--- src/rtl/spi_slave_port_if.sv ---
// SPI pins plus the write/read-request side shared with the memory master.
// slave modport is the endpoint, master modport is whatever drives the pins and answers reads.
interface spi_slave_port_if #(
    parameter int width      = 32,
    parameter int addr_width = 8
);
    logic                  sclk;
    logic                  cs;
    logic                  mosi;
    logic                  miso;
    logic [addr_width-1:0] address;
    logic [width-1:0]      out_instr;
    logic                  wr_assert;
    logic                  rd_req;
    logic [width-1:0]      rd_data;
    logic                  busy;

    modport slave (
        input  sclk, cs, mosi, rd_data,
        output miso, address, out_instr, wr_assert, rd_req, busy
    );

    modport master (
        output sclk, cs, mosi, rd_data,
        input  miso, address, out_instr, wr_assert, rd_req, busy
    );
endinterface

--- src/rtl/spi_slave_port.sv ---
// SPI mode-0 slave oversampled on clk: frames become a 1-cycle wr_assert or an rd_req plus miso stream.
// Strobes land 4 clk after the deciding sclk pin edge; no backpressure, the SPI master sets the pace.
module spi_slave_port #(
    parameter int width      = 32,
    parameter int addr_width = 8
) (
    input  logic            clk,
    input  logic            reset,
    spi_slave_port_if.slave bus
);
    localparam int MAXW = (width > addr_width) ? width : addr_width;
    localparam int CW   = $clog2(MAXW + 1);
    localparam logic [CW-1:0] ADDR_LAST  = CW'(addr_width - 1);
    localparam logic [CW-1:0] DATA_LAST  = CW'(width - 1);
    localparam logic [CW-1:0] DATA_ALL   = CW'(width);
    localparam logic [CW-1:0] FETCH_LOAD = CW'(2);

    typedef enum logic [2:0] {IDLE, CMD, ADDR, WDATA, RFETCH, RDATA, DONE} state_t;

    state_t                state, state_nxt;
    logic [1:0]            sclk_sync, cs_sync, mosi_sync;
    logic                  sclk_d, cs_d;
    logic [1:0]            settle;
    logic                  armed;
    logic                  sclk_rise, sclk_fall, cs_fall, cs_rise, mosi_bit;
    logic                  abort, cnt_en;
    logic [CW-1:0]         bit_cnt;
    logic                  rw;
    logic [addr_width-1:0] addr_sh, address_q;
    logic [width-1:0]      data_sh, tx_sh, out_q;
    logic                  wr_pend, wr_q, rd_q, miso_q;

    assign sclk_rise = sclk_sync[1] & ~sclk_d;
    assign sclk_fall = ~sclk_sync[1] & sclk_d;
    assign cs_rise   = cs_sync[1] & ~cs_d;
    // A reset with cs already low must not look like a frame start.
    assign cs_fall   = armed & ~cs_sync[1] & cs_d;
    assign mosi_bit  = mosi_sync[1];

    assign bus.miso      = miso_q;
    assign bus.address   = address_q;
    assign bus.out_instr = out_q;
    assign bus.wr_assert = wr_q;
    assign bus.rd_req    = rd_q;
    assign bus.busy      = (state != IDLE);

    always_comb begin
        state_nxt = state;
        cnt_en    = 1'b0;
        case (state)
            IDLE:   if (cs_fall) state_nxt = CMD;
            CMD:    if (sclk_rise) state_nxt = ADDR;
            ADDR: begin
                cnt_en = sclk_rise;
                if (sclk_rise && bit_cnt == ADDR_LAST) state_nxt = rw ? RFETCH : WDATA;
            end
            WDATA: begin
                cnt_en = sclk_rise;
                if (sclk_rise && bit_cnt == DATA_LAST) state_nxt = DONE;
            end
            RFETCH: begin
                cnt_en = 1'b1;
                if (bit_cnt == FETCH_LOAD) state_nxt = RDATA;
            end
            RDATA: begin
                cnt_en = sclk_fall && (bit_cnt != DATA_ALL);
                if (sclk_rise && bit_cnt == DATA_ALL) state_nxt = DONE;
            end
            DONE:   if (cs_rise) state_nxt = IDLE;
            default: state_nxt = IDLE;
        endcase
        abort = cs_rise && (state != IDLE) && (state != DONE);
        if (abort) state_nxt = IDLE;
    end

    always_ff @(posedge clk or posedge reset) begin
        if (reset) state <= IDLE;
        else       state <= state_nxt;
    end

    always_ff @(posedge clk or posedge reset) begin
        if (reset) begin
            sclk_sync <= 2'b00;
            cs_sync   <= 2'b11;
            mosi_sync <= 2'b00;
            sclk_d    <= 1'b0;
            cs_d      <= 1'b1;
            settle    <= 2'd0;
            armed     <= 1'b0;
            bit_cnt   <= '0;
            rw        <= 1'b0;
            addr_sh   <= '0;
            data_sh   <= '0;
            tx_sh     <= '0;
            address_q <= '0;
            out_q     <= '0;
            wr_pend   <= 1'b0;
            wr_q      <= 1'b0;
            rd_q      <= 1'b0;
            miso_q    <= 1'b0;
        end else begin
            sclk_sync <= {sclk_sync[0], bus.sclk};
            cs_sync   <= {cs_sync[0], bus.cs};
            mosi_sync <= {mosi_sync[0], bus.mosi};
            sclk_d    <= sclk_sync[1];
            cs_d      <= cs_sync[1];
            // cs_sync[1] reflects the real pin only from the third edge after reset.
            if (settle != 2'd2) settle <= settle + 2'd1;
            armed     <= armed | ((settle == 2'd2) & cs_sync[1]);
            wr_pend   <= 1'b0;
            wr_q      <= wr_pend;
            rd_q      <= 1'b0;

            if (state_nxt != state) bit_cnt <= '0;
            else if (cnt_en)        bit_cnt <= bit_cnt + 1'b1;

            case (state)
                CMD: if (sclk_rise) rw <= mosi_bit;
                ADDR: if (sclk_rise) begin
                    addr_sh <= {addr_sh[addr_width-2:0], mosi_bit};
                    if (bit_cnt == ADDR_LAST) address_q <= {addr_sh[addr_width-2:0], mosi_bit};
                end
                WDATA: if (sclk_rise) begin
                    data_sh <= {data_sh[width-2:0], mosi_bit};
                    if (bit_cnt == DATA_LAST) begin
                        out_q   <= {data_sh[width-2:0], mosi_bit};
                        wr_pend <= 1'b1;
                    end
                end
                RFETCH: begin
                    if (bit_cnt == '0)        rd_q  <= 1'b1;
                    if (bit_cnt == FETCH_LOAD) tx_sh <= bus.rd_data;
                end
                RDATA: if (sclk_fall && bit_cnt != DATA_ALL) begin
                    miso_q <= tx_sh[width-1];
                    tx_sh  <= {tx_sh[width-2:0], 1'b0};
                end
                default: ;
            endcase

            if (abort) miso_q <= 1'b0;
        end
    end
endmodule

--- src/flat_wrapper.sv ---
// flat-port wrapper written by rule: the top's interface ports become plain ports
module spi_slave_port_flat 
#(
    parameter int width      = 32,
    parameter int addr_width = 8
)
  (clk, reset, bus_sclk, bus_cs, bus_mosi, bus_rd_data, bus_miso, bus_address, bus_out_instr, bus_wr_assert, bus_rd_req, bus_busy);
  spi_slave_port_if #(.width(width), .addr_width(addr_width)) bus_i ();
  input  logic clk;
  input  logic reset;
  input wire logic [$bits(bus_i.sclk)-1:0] bus_sclk;
  input wire logic [$bits(bus_i.cs)-1:0] bus_cs;
  input wire logic [$bits(bus_i.mosi)-1:0] bus_mosi;
  input wire logic [$bits(bus_i.rd_data)-1:0] bus_rd_data;
  output wire logic [$bits(bus_i.miso)-1:0] bus_miso;
  output wire logic [$bits(bus_i.address)-1:0] bus_address;
  output wire logic [$bits(bus_i.out_instr)-1:0] bus_out_instr;
  output wire logic [$bits(bus_i.wr_assert)-1:0] bus_wr_assert;
  output wire logic [$bits(bus_i.rd_req)-1:0] bus_rd_req;
  output wire logic [$bits(bus_i.busy)-1:0] bus_busy;
  assign bus_i.sclk = bus_sclk;
  assign bus_i.cs = bus_cs;
  assign bus_i.mosi = bus_mosi;
  assign bus_i.rd_data = bus_rd_data;
  assign bus_miso = bus_i.miso;
  assign bus_address = bus_i.address;
  assign bus_out_instr = bus_i.out_instr;
  assign bus_wr_assert = bus_i.wr_assert;
  assign bus_rd_req = bus_i.rd_req;
  assign bus_busy = bus_i.busy;
  spi_slave_port #(.width(width), .addr_width(addr_width)) u_core (.clk(clk), .reset(reset), .bus(bus_i));
endmodule
--- config.mk ---
export PLATFORM = sky130hd
export DESIGN_NAME = spi_slave_port_flat
export DESIGN_NICKNAME = d
export VERILOG_FILES = /design/src/rtl/spi_slave_port_if.sv /design/src/rtl/spi_slave_port.sv /design/src/flat_wrapper.sv
export SDC_FILE = /design/constraint.sdc
export NUM_CORES = 1
export LEC_CHECK = 0
export CAP_MARGIN = 20
export CORE_ASPECT_RATIO = 1.4
export CORE_MARGIN = 4
export CORE_UTILIZATION = 40
export DETAILED_ROUTE_END_ITERATION = 8
export PLACE_DENSITY = 0.58
export RECOVER_POWER = 25
export SLEW_MARGIN = 10
export SYNTH_ARGS = -nofsm -noshare
export SYNTH_HDL_FRONTEND = slang
export SYNTH_SLANG_ARGS = --single-unit
--- constraint.sdc ---
create_clock -name clk -period 5.5 [get_ports clk]
set_input_delay 1.1 -clock clk [delete_from_list [all_inputs] [get_ports clk]]
set_output_delay 1.1 -clock clk [all_outputs]
set_load 0.03 [all_outputs]
**Yosys cells after proc, flatten, opt, wreduce, memory -nomap -nowiden**

Cells that the tools add are included.

- Input port bits: 37
- Flip-flop bits (word level): 135
- Word-level logic and storage cells: 94

- Add/subtract/negate cells: 2
- Bitwise logic cells: 11
- Equal/unequal tests: 17
- Reductions and logical operators: 21
- Multiplexer cells: 24

Operators with widths:

| cell | count |
|---|---|
| two-way mux 32 bit | 2 |
| case mux 32 bit (2 select lines) | 1 |
| two-way mux 3 bit | 9 |
| case mux 3 bit (7 select lines) | 1 |
| two-way mux 6 bit | 2 |
| equality test 3 bit (second input constant) | 3 |
| AND reduction 3 bit | 3 |
| two-way mux 1 bit | 8 |
| AND reduction 2 bit | 4 |
| nonzero test 2 bit | 4 |
| adder 6 x 1 -> 6 bit (second input constant) | 1 |
| AND 1 bit | 6 |
| equality test 3 x 2 -> 1 bit (second input constant) | 2 |
| equality test 6 x 2 -> 1 bit (second input constant) | 1 |
| equality test 6 x 3 -> 1 bit (second input constant) | 1 |
| equality test 6 x 5 -> 1 bit (second input constant) | 1 |
| equality test 6 bit (second input constant) | 1 |
| logical AND 1 bit | 6 |
| logical NOT 6 bit | 1 |
| inequality test 6 bit (second input constant) | 1 |
| inequality test 2 x 1 -> 1 bit (second input constant) | 2 |
| inverter 1 bit | 4 |
| equality test 3 x 1 -> 1 bit (second input constant) | 1 |
| logical NOT 3 bit | 1 |
| other kinds (9) | 9 |

**Depth between registers and ports, before layout**

- Word-level depth: 8
- Mapped depth: 8
- Mapped depth without buffers: 7

**Worst setup path after synthesis**

No wires, ideal clock.

- Kind: register to output
- Start point: register u_core.state[1]
- End point: output port bus_busy
- Path slack: 3.287 ns
- Path buffers: 1
- Data required time: 4.400 ns
- Arrival: 1.113 ns
- Stages on the path, launching flop included: 3
- Path through: dfrtp_1 -> clkbuf_1 -> or3_1

- Longest elaborated chain between the ends: 1

Ends and longest elaborated chain:

| what | RTL line | source |
|---|---|---|
| start: declaration | spi_slave_port.sv:20 | `state_t state, state_nxt;` |
| start signal: assignment | spi_slave_port.sv:78 | `else state <= state_nxt;` |
| nonzero test 3 bit | spi_slave_port.sv:45 | `assign bus.busy = (state != IDLE);` |
| end: declaration | flat_wrapper.sv:20 | `output wire logic [$bits(bus_i.busy)-1:0] bus_busy;` |

Every way passes these cells.

**Worst setup path after layout**

- Start point: register u_core.bit_cnt[1]
- End point: register u_core.bit_cnt[1]

- Longest elaborated chain between the ends: 7
- Elaborated cells between the ends (all ways): 21
- Classes of those cells: add/sub: 1; eq/ne: 6; mux: 9; reduce/logical: 5

Ends and longest elaborated chain:

| what | RTL line | source |
|---|---|---|
| start: declaration | spi_slave_port.sv:27 | `logic [CW-1:0] bit_cnt;` |
| start signal: assignment | spi_slave_port.sv:115 | `else if (cnt_en) bit_cnt <= bit_cnt + 1'b1;` |
| equality test 6 bit (tied with other cells) | spi_slave_port.sv:67 | `if (sclk_rise && bit_cnt == DATA_ALL) state_nxt = DONE;` |
| logical AND 1 bit (on tied branches) | spi_slave_port.sv:67, spi_slave_port.sv:55, spi_slave_port.sv:59 |  |
| two-way mux 3 bit (on tied branches) | spi_slave_port.sv:67, spi_slave_port.sv:55, spi_slave_port.sv:59 |  |
| case mux 3 bit (7 select lines) | spi_slave_port.sv:50 | `case (state)` |
| two-way mux 3 bit | spi_slave_port.sv:73 | `if (abort) state_nxt = IDLE;` |
| inequality test 3 bit | spi_slave_port.sv:114 | `if (state_nxt != state) bit_cnt <= '0;` |
| two-way mux 6 bit or nonzero test 2 bit (tied branches) | n/a |  |

Several ways; a longest one is shown, not always the timed one. The select of a mux whose other input is x is not followed.
A chain may end at the register's enable or synchronous reset.

==> impl_results.md <==
- Status: complete, but fails checks
- Violated checks: max-capacitance violations, max-slew violations
- Via count: 3532
- CP Capture Type: flip-flop
- Setup TNS: 0 ns
- Post-placement cell count: 681
- Global-route wire length before repair: 18890 um
- Leak Pwr: 3.577 nW
- Final hold violations: 0
- Setup Viol. Count Final: 0
- Register area share after synthesis: 59.28%
- Clk_lat worst skew: 0.41 ns
- Fin crit share: 61.77%
- Core area: 13970 um2
- Flop-to-flop setup slack: 2.10 ns
- Fillers: 1219
- Worst Clk Skew: 0.008399 ns
- Reg area: 3382 um2
- Clock sinks: 135
- Drt first pass iters: 4
- Vias in the first global route: 3752
- Relative max-transition margin: -33.07%
- Fin cells: 713
- Fmax: 0.2943 GHz
- Gr usage total: 14.92%
- Hpwl dp: 7380 um
- Mapped Nets: 476
- Die area: 16270 um2
- N_diodes: 0
- Critical path class: flip-flop to flip-flop
- Die height: 149.3 um
- Synth-to-layout area growth: 27.85%
- Post-CTS Setup Inserts: 0
- Initial antenna violation count: 0
- ANT nets after route: 0
- DR vias/cell: 4.954
- CTS Buf Count: 17
- Yosys reg bits: 135
- Cts-stage hold buffer count: 0
- Std cell rows: 51
- Routed WL per cell: 15.62 um
- Cell Area, Synth: 5705 um2
- Layout cell share with drive strength beyond 1: 24.43%
- Final net count: 558
- Clk buf depth: 2
- Fin crit period: 3.398 ns
- Post-Syn Instances: 433
- Post-CTS sizing: 0
- Max cap viols: 1
- Max VDD drop: 0.0001865 V
- Htree depth: 4
- Pwr/cell area: 336.5 nW/um2
- Multi-input gate area: 2190 um2
- CTS tree: done
- Fin Hold WS: 0.3496 ns
- # DRC: 0
- Crit path cell chain: ha_1 -> and4b_1 -> nor4bb_4 -> clkbuf_1 -> a211o_1 -> or3_1 -> nor3_2
- RSZ-0062 raised after global routing: false
- Data arrival, critical path: 3.67 ns
- Average size of a mapped cell: 13.18 um2
- Worst-path clk slew: 0.06 ns
- Grt total ovfl: 0
- Largest net degree at the start of global routing: 101
- Post-Place Worst Slack: 2.700 ns
- Final WS setup: 2.102 ns
- EDFF count, synth: 0
- R2R cell count: 7
- Final Max Tran Viols: 35
- Async SR Flop Fraction: 100.0%
- Crit start category: flip-flop
- Die X: 108.9 um
- Root Driver: clkbuf_16
- Tot Pwr: 2.455 mW
- Hold depth: 0
- CP Max Fanout: 34
- Io pins: 81
- Worst min path class: flip-flop to flip-flop
- Slowest cell on crit path: clkbuf_1
- Largest stage delay on the critical path: 1.45 ns
- Initial core utilization: 40.83%
- Number of port buffers: 80
- Ys Warns: 0
- Ys flop type: dfrtp_1
- 1st-iter DRT viols: 108
- Drt total wl: 11140 um
- Worst Tran Pin Value: 1.996 ns
- Worst EP required: 5.78 ns
- Yosys cell types: 47
- Final GP Congestion: 0.8026
## metrics by stage
| step | instance area, um2 | utilization, % |
|---|---|---|
| 2_1_floorplan | 5705 | - |
| 3_3_place_gp | 6700 | 47.95 |
| 3_5_place_dp | 6700 | 47.95 |
| 4_1_cts | 7318 | 52.37 |
| 5_1_grt | 7295 | 52.20 |
| 6_report | 7295 | 52.20 |
## worst paths after layout
check,from,to
max,u_core.bit_cnt[1]$_DFFE_PP0P_,u_core.bit_cnt[1]$_DFFE_PP0P_
min,u_core.mosi_sync[0]$_DFF_PP0_,u_core.mosi_sync[1]$_DFF_PP0_
max reg2reg,u_core.bit_cnt[1]$_DFFE_PP0P_,u_core.bit_cnt[1]$_DFFE_PP0P_
min reg2reg,u_core.mosi_sync[0]$_DFF_PP0_,u_core.mosi_sync[1]$_DFF_PP0_
max in group asynchronous,reset,u_core.cs_d$_DFF_PP1_
min in group asynchronous,reset,u_core.tx_sh[4]$_DFFE_PP0P_
## routing by layer
metal / share of wire [%] / vias up / global-route usage [%]
li1: - / 1709 / -
met1: 43 / 1717 / 18.22
met2: 50 / 86 / 24.17
met3: 5.6 / 20 / 5.154
met4: 1.9 / 0 / 5.685
met5: 0 / - / 0
## cells by family (layout without fill, tap and decap cells)
family | after synthesis | in the layout | synth area share [%]
muxes | 113 | 113 | 21.56
and+or+nand+nor | 83 | 83 | 8.027
AOI/OAI and AO/OA | 60 | 60 | 6.754
DFF | 135 | 135 | 59.28
adders and majority gates | 6 | 6 | 1.316
xor gates and xnor gates | 5 | 5 | 0.7677
buffers and inverters | 31 | 126 | 2.303
## power breakdown
group	internal (mW)	total (mW)	leakage (nW)	switching (mW)
sequential	1.03	1.07	1.68	0.0458
clock	0.723	1.17	0.289	0.447
combinational	0.0923	0.211	1.61	0.119
## cell usage in the layout (no fill, tap or decap), types with 3 or more instances in the layout
cell type / Yosys / routed
nor3_1: 4 / 4
ha_1: 6 / 6
dfrtp_1: 132 / 132
clkinvlp_4: 0 / 4
mux2i_1: 34 / 34
or3_1: 3 / 3
nor3_2: 5 / 5
a21oi_1: 6 / 6
xor2_1: 3 / 3
and4b_1: 3 / 3
o21ai_1: 32 / 32
clkbuf_16: 0 / 17
inv_6: 0 / 5
mux2_2: 79 / 79
nand3_1: 2 / 3
o21ai_0: 5 / 5
nand2_1: 42 / 42
nand2b_1: 5 / 5
clkinv_4: 0 / 3
nor2_1: 5 / 4
buf_4: 0 / 4
bufinv_16: 0 / 3
inv_1: 9 / 8
clkdlybuf4s50_1: 0 / 76
dlygate4sd3_1: 0 / 4
## sequential cells by signal, indices dropped and copies added, names as in the netlist
signal,cells
u_core.bus.out_instr,32
u_core.tx_sh,32
u_core.data_sh,31
u_core.bus.address,8
u_core.addr_sh,7
u_core.bit_cnt,6
u_core.state,3
u_core.cs_sync,2
u_core.mosi_sync,2
u_core.sclk_sync,2
u_core.settle,2
u_core.armed,1
u_core.bus.miso,1
u_core.bus.rd_req,1
u_core.bus.wr_assert,1
u_core.cs_d,1
u_core.rw,1
u_core.sclk_d,1
u_core.wr_pend,1
## area by class of cell
| type | count | area share [%] |
|---|---|---|
| Clock buffer | 17 | 5.832 |
| Clock inverter | 15 | 2.642 |
| Inverter | 9 | 0.5317 |
| Multi-Input combinational cell | 267 | 30.02 |
| Sequential cell | 135 | 46.36 |
| Tap cell | 185 | 3.173 |
| Timing Repair Buffer | 85 | 11.44 |
## Yosys cell counts, drive strengths merged, types with 2 or more instances
| master | n | area (um2) |
|---|---|---|
| or3 | 3 | 18.77 |
| nor3 | 9 | 70.07 |
| dfrtp | 132 | 3303 |
| nand2 | 42 | 157.7 |
| xnor2 | 2 | 17.52 |
| nand2b | 5 | 31.28 |
| nand3 | 3 | 20.02 |
| o211ai | 2 | 15.01 |
| xor2 | 3 | 26.28 |
| mux2i | 34 | 340.3 |
| and4b | 3 | 30.03 |
| a21oi | 6 | 30.03 |
| nor2b | 2 | 12.51 |
| clkbuf | 10 | 37.54 |
| dfstp | 3 | 78.83 |
| inv | 9 | 33.78 |
| a211oi | 4 | 52.55 |
| ha | 6 | 75.07 |
| nor3b | 2 | 15.01 |
| buf | 12 | 60.06 |
| a21o | 2 | 15.01 |
| mux2 | 79 | 889.6 |
| nor2 | 5 | 18.77 |
| o21ai | 37 | 185.2 |
## worst max-delay path: cells and delay by family (launching register included)
kind                       cells  cell delay [ns]
DFF                            1             0.41
buffers and inverters          1             1.45
and+or+nand+nor                4             1.01
adders and majority gates      1             0.21
AOI/OAI and AO/OA              1             0.18
No activity file was read; power rests on OpenSTA's default activity.
